**src/rtl/mem_arb_pkg.sv**
```systemverilog
// mem_arb_pkg: shared owner encoding and arbitration-mode constants for mem_port_arbiter
//   owner_t   : which port owns the read data returning next cycle
//   ARB_DPRIO : D-priority with IF starvation guard
//   ARB_RR    : strict round-robin between IF and D
package mem_arb_pkg;
    typedef enum logic [1:0] {
        OWN_NONE = 2'b00,
        OWN_IF   = 2'b01,
        OWN_D    = 2'b10
    } owner_t;
    localparam int ARB_DPRIO = 0;
    localparam int ARB_RR    = 1;
endpackage

```
**src/rtl/mem_port_arbiter_age_counter.sv**
```systemverilog
// arb_age_counter: saturating count of consecutive cycles the IF port was denied
//   clk, reset : clock and asynchronous active-low reset
//   inc        : IF requested but was not granted this cycle
//   clr        : IF granted this cycle (takes precedence over inc)
//   cnt        : current age, saturates at LIM
module arb_age_counter #(
    parameter int LIM = 4
) (
    input  logic       clk,
    input  logic       reset,
    input  logic       inc,
    input  logic       clr,
    output logic [3:0] cnt
);
    always_ff @(posedge clk or negedge reset) begin
        if (!reset)
            cnt <= '0;
        else if (clr)
            cnt <= '0;
        else if (inc && cnt != 4'(LIM))
            cnt <= cnt + 4'd1;
    end
endmodule

```
**src/rtl/mem_port_arbiter.sv**
```systemverilog
// mem_port_arbiter: shares one word-addressed memory between instruction fetch and data ports
//   clk, reset            : clock and asynchronous active-low reset
//   if_req/if_addr        : fetch request; if_gnt accepts it, if_rvalid/if_rdata return it next cycle
//   d_req/d_we/d_addr/... : load/store request; d_gnt accepts it, d_rvalid/d_rdata return loads
//   mem_*                 : memory bus, one access per cycle, read data one cycle after the access
//   conflict_cnt          : saturating count of cycles in which both ports requested
module mem_port_arbiter
    import mem_arb_pkg::*;
#(
    parameter int ADDR_W     = 12,
    parameter int DATA_W     = 32,
    parameter int RR_MODE    = 0,
    parameter int STARVE_LIM = 4
) (
    input  logic              clk,
    input  logic              reset,
    input  logic              if_req,
    input  logic [ADDR_W-1:0] if_addr,
    output logic              if_gnt,
    output logic              if_rvalid,
    output logic [DATA_W-1:0] if_rdata,
    input  logic              d_req,
    input  logic              d_we,
    input  logic [ADDR_W-1:0] d_addr,
    input  logic [DATA_W-1:0] d_wdata,
    output logic              d_gnt,
    output logic              d_rvalid,
    output logic [DATA_W-1:0] d_rdata,
    output logic              mem_en,
    output logic              mem_we,
    output logic [ADDR_W-1:0] mem_addr,
    output logic [DATA_W-1:0] mem_wdata,
    input  logic [DATA_W-1:0] mem_rdata,
    output logic [15:0]       conflict_cnt
);
    owner_t     owner, rr_last;
    logic [3:0] starve_cnt;
    logic       if_pick;

    // Tie-break used only when both ports request in the same cycle.
    assign if_pick = (RR_MODE == ARB_RR) ? (rr_last == OWN_D) : (starve_cnt == 4'(STARVE_LIM));

    // Grants are forced low while reset is asserted, so nothing leaks onto the memory bus.
    assign if_gnt    = reset & if_req & (!d_req | if_pick);
    assign d_gnt     = reset & d_req & !if_gnt;
    assign mem_en    = if_gnt | d_gnt;
    assign mem_we    = d_gnt & d_we;
    assign mem_addr  = d_gnt ? d_addr : if_addr;
    assign mem_wdata = d_wdata;

    assign if_rvalid = (owner == OWN_IF);
    assign d_rvalid  = (owner == OWN_D);
    assign if_rdata  = if_rvalid ? mem_rdata : '0;
    assign d_rdata   = d_rvalid ? mem_rdata : '0;

    arb_age_counter #(.LIM(STARVE_LIM)) u_age (
        .clk   (clk),
        .reset (reset),
        .inc   (if_req & !if_gnt),
        .clr   (if_gnt),
        .cnt   (starve_cnt)
    );

    always_ff @(posedge clk or negedge reset) begin
        if (!reset) begin
            owner        <= OWN_NONE;
            rr_last      <= OWN_IF;
            conflict_cnt <= '0;
        end else begin
            owner        <= if_gnt ? OWN_IF : (d_gnt && !d_we) ? OWN_D : OWN_NONE;
            rr_last      <= if_gnt ? OWN_IF : d_gnt ? OWN_D : rr_last;
            if (if_req && d_req && conflict_cnt != 16'hFFFF)
                conflict_cnt <= conflict_cnt + 16'd1;
        end
    end
endmodule
```
**config.mk**
```make
export PLATFORM = sky130hd
export DESIGN_NAME = mem_port_arbiter
export DESIGN_NICKNAME = d
export VERILOG_FILES = /design/src/rtl/mem_arb_pkg.sv /design/src/rtl/mem_port_arbiter_age_counter.sv /design/src/rtl/mem_port_arbiter.sv
export SDC_FILE = /design/constraint.sdc
export NUM_CORES = 1
export LEC_CHECK = 0
export CAP_MARGIN = 0
export CORE_AREA = 2 2 87 89
export DETAILED_ROUTE_END_ITERATION = 10
export DIE_AREA = 0 0 89 91
export PLACE_DENSITY = 0.81
export SYNTH_ARGS = -nofsm -noshare
export SYNTH_HDL_FRONTEND = slang
export SYNTH_SLANG_ARGS = --single-unit
```
**constraint.sdc**
```tcl
create_clock -name clk -period 5.4 [get_ports clk]
set_clock_uncertainty 0.1 [all_clocks]
set_input_delay 1.08 -clock clk [delete_from_list [all_inputs] [get_ports clk]]
set_output_delay 1.08 -clock clk [all_outputs]
set_load 0.005 [all_outputs]
```
==> flow_summary.json <==
{
  "worstPathRequired_ps": 4220,
  "clk_latency_ps": 260,
  "totalWireLength_mm": 7.037,
  "arrival_ps": 3050,
  "crit_slowest_cell": "clkdlybuf4s50_1",
  "fillCellCount": 708,
  "max_cap_violations": 0,
  "yosysWarnings": 0,
  "final_net_count": 444,
  "drive_gt1_frac": 0.07493,
  "ant_nets": 0,
  "drc_errors": 0,
  "cts_resized": 0,
  "worst_slew_pin_slew_ps": 980.4,
  "dieWidth_um": 89,
  "placed_cells": 442,
  "clock-root-buffer": "clkbuf_8",
  "seqCellArea_um2": 550.5,
  "final_area_um2": 3491,
  "grt_pass1_wl_mm": 10.23,
  "crit_path_frequent_cell": "clkdlybuf4s50_1",
  "gpl.final_weighted_congestion": 0.8734,
  "critical_path_peak_fanout": 15,
  "gr-total-overflow": 0,
  "rows": 31,
  "syn-cell-area_um2": 1989,
  "htree_levels": 1,
  "critPathCaptureType": "output port",
  "total_power_uw": 726.6,
  "dieArea_um2": 8099,
  "hold_path.class": "reg -> reg",
  "synth_nets": 320,
  "final_cells": 446,
  "drt-initial-drc-count": 36,
  "placed_area_um2": 3420,
  "clkTransAtPathRegs_ps": 80,
  "ys_ff_latch": 22,
  "leakage_nw": 1.362,
  "multi_input_area_um2": 1141,
  "routedWlPerCell_um": 15.78,
  "firstDrtPassIters": 5,
  "drv_slew": 0,
  "track_usage": 0.1644,
  "dp_hpwl_mm": 6.053,
  "area_delta_synth_final_pct": 75.47,
  "antenna_found_initial": 0,
  "cts_buffers": 3,
  "io_buffers": 158,
  "cts.sinks": 22,
  "setup-violations-final": 0,
  "postCtsHoldBufs": 0,
  "avgSynthCellArea_um2": 8.881,
  "antennaDiodeCount": 0,
  "fin_setup_tns_ps": 0,
  "post_cts_buffers": 0,
  "cts_tree": "yes",
  "grt_pass1_vias": 1904,
  "ys_seq_area_frac": 0.2767,
  "grt_max_degree": 34,
  "max_freq_mhz": 236.6,
  "routed_via_density": 4.482,
  "cp-start-kind": "input port",
  "worst_ir_drop_vdd_mv": 0.2434,
  "critPathKind": "in -> out",
  "ys_types": 36,
  "path_cells": "clkdlybuf4s50_1, a21oi_4, mux2_2, clkdlybuf4s50_1",
  "period_share": 0.7826,
  "min_period_ps": 4226,
  "initial_core_util": 0.2788,
  "power_density_nw_per_um2": 208.1,
  "rsz0062_at_grt": "false",
  "num_vias": 1999,
  "slowest_delay_ps": 620,
  "die_y_um": 91,
  "cts.path.max_buffers": 2,
  "hold_viol": 0,
  "status": "complete, no violations",
  "netlist_instances": 224,
  "slew_headroom": 0.3434,
  "core_area_um2": 7137,
  "ios": 223
}
## cell families after synthesis
| group | share of synthesized area |
|---|---|
| buf+inv | 0.1522 |
| compound gates | 0.07296 |
| simple gates | 0.3522 |
| xor+xnor | 0.04843 |
| fa+ha+maj | 0.01887 |
| flops | 0.2767 |
| mux | 0.07862 |
## critical path: cells and delay by family
kind	cells	cell delay [ps]
buffers and inverters	2	1070
AO/OA/AOI/OAI	1	490
multiplexers	1	410
## cells in the mapped netlist
cell type | number | area [um^2]
and2_1 | 65 | 406.6
buf_4 | 32 | 240.2
dfrtp_1 | 22 | 550.5
mux2_2 | 13 | 146.4
nand2_1 | 11 | 41.29
nand4_1 | 10 | 62.56
xnor2_1 | 10 | 87.58
a21oi_1 | 6 | 30.03
clkbuf_1 | 6 | 22.52
nand3_1 | 5 | 25.02
and3_1 | 4 | 25.02
inv_1 | 4 | 15.01
nor2_1 | 4 | 15.01
a31oi_1 | 3 | 18.77
ha_1 | 3 | 37.54
nor2b_1 | 3 | 18.77
and4_1 | 2 | 17.52
nor4_4 | 2 | 42.54
o21a_1 | 2 | 15.01
a21oi_4 | 1 | 16.27
a32o_1 | 1 | 10.01
a41oi_4 | 1 | 27.53
and3b_2 | 1 | 10.01
and4_4 | 1 | 11.26
buf_6 | 1 | 11.26
clkbuf_8 | 1 | 13.76
mux2i_1 | 1 | 10.01
nand2b_1 | 1 | 6.260
nand3b_1 | 1 | 7.510
nor3_1 | 1 | 5.000
o21ai_0 | 1 | 5.000
o21bai_1 | 1 | 7.510
o221ai_1 | 1 | 8.760
o22ai_1 | 1 | 6.260
or3_1 | 1 | 6.260
xor2_1 | 1 | 8.760
## per-stage QoR
stage                       util  hold slack (ps)  worst slack [ps]
after CTS                 0.4891            445.2              1175
after global routing      0.4891            461.0              1087
after floorplan                -            408.1              2355
final                     0.4891            436.4              1174
after global placement    0.4791            413.6              1231
after detailed placement  0.4791            431.3              1174
## placed cells by master (no fill, tap or decap), types with 2 or more instances in the layout
cell               n
a21oi_1            6
a31oi_1            3
and2_1            65
and3_1             4
and4_1             2
clkbuf_8           3
clkdlybuf4s50_1  158
dfrtp_1           22
ha_1               3
inv_1              4
mux2_2            13
nand2_1           11
nand3_1            5
nand4_1           10
nor2_1             4
nor2b_2            2
nor4_4             2
o21a_1             2
xnor2_1           10
## final timing paths
path | slack, ps | end | cells after the start | startpoint
max reg2reg | 3580 | conflict_cnt[1] | 4 | conflict_cnt[0]
max in group asynchronous | 3770 | conflict_cnt[6] | 2 | reset
max | 1170 | mem_addr[7] | 4 | if_req
min | 440 | conflict_cnt[0] | 1 | conflict_cnt[0]
min reg2reg | 440 | conflict_cnt[0] | 1 | conflict_cnt[0]
min in group asynchronous | 1170 | conflict_cnt[3] | 2 | reset
## state kept, by name, summed over array words and instances (netlist names)
register,count
conflict_cnt,16
owner,2
u_age.cnt,4
## report_power, final
| part | total (mW) | internal [mW] | switching [mW] |
|---|---|---|---|
| Combinational | 0.319 | 0.201 | 0.118 |
| Clock | 0.152 | 0.0990 | 0.0531 |
| Sequential | 0.255 | 0.203 | 0.0525 |
## metal layers
| layer | track usage | wire length [um] | vias to the layer above |
|---|---|---|---|
| li1 | - | - | 971 |
| met1 | 0.1829 | 2476 | 907 |
| met2 | 0.2836 | 3518 | 115 |
| met3 | 0.07727 | 973 | 6 |
| met4 | 0.03358 | 68 | 0 |
| met5 | 0 | 0 | - |
## area by class of cell
| type | count | area share |
|---|---|---|
| clock buffer | 3 | 0.01183 |
| timing repair buffer | 159 | 0.4552 |
| multi-input combinational | 158 | 0.3269 |
| inverter | 4 | 0.004301 |
| tap | 99 | 0.03548 |
| sequential | 22 | 0.1577 |
| clock inverter | 1 | 0.008602 |
No activity file was read; power rests on OpenSTA's default activity.
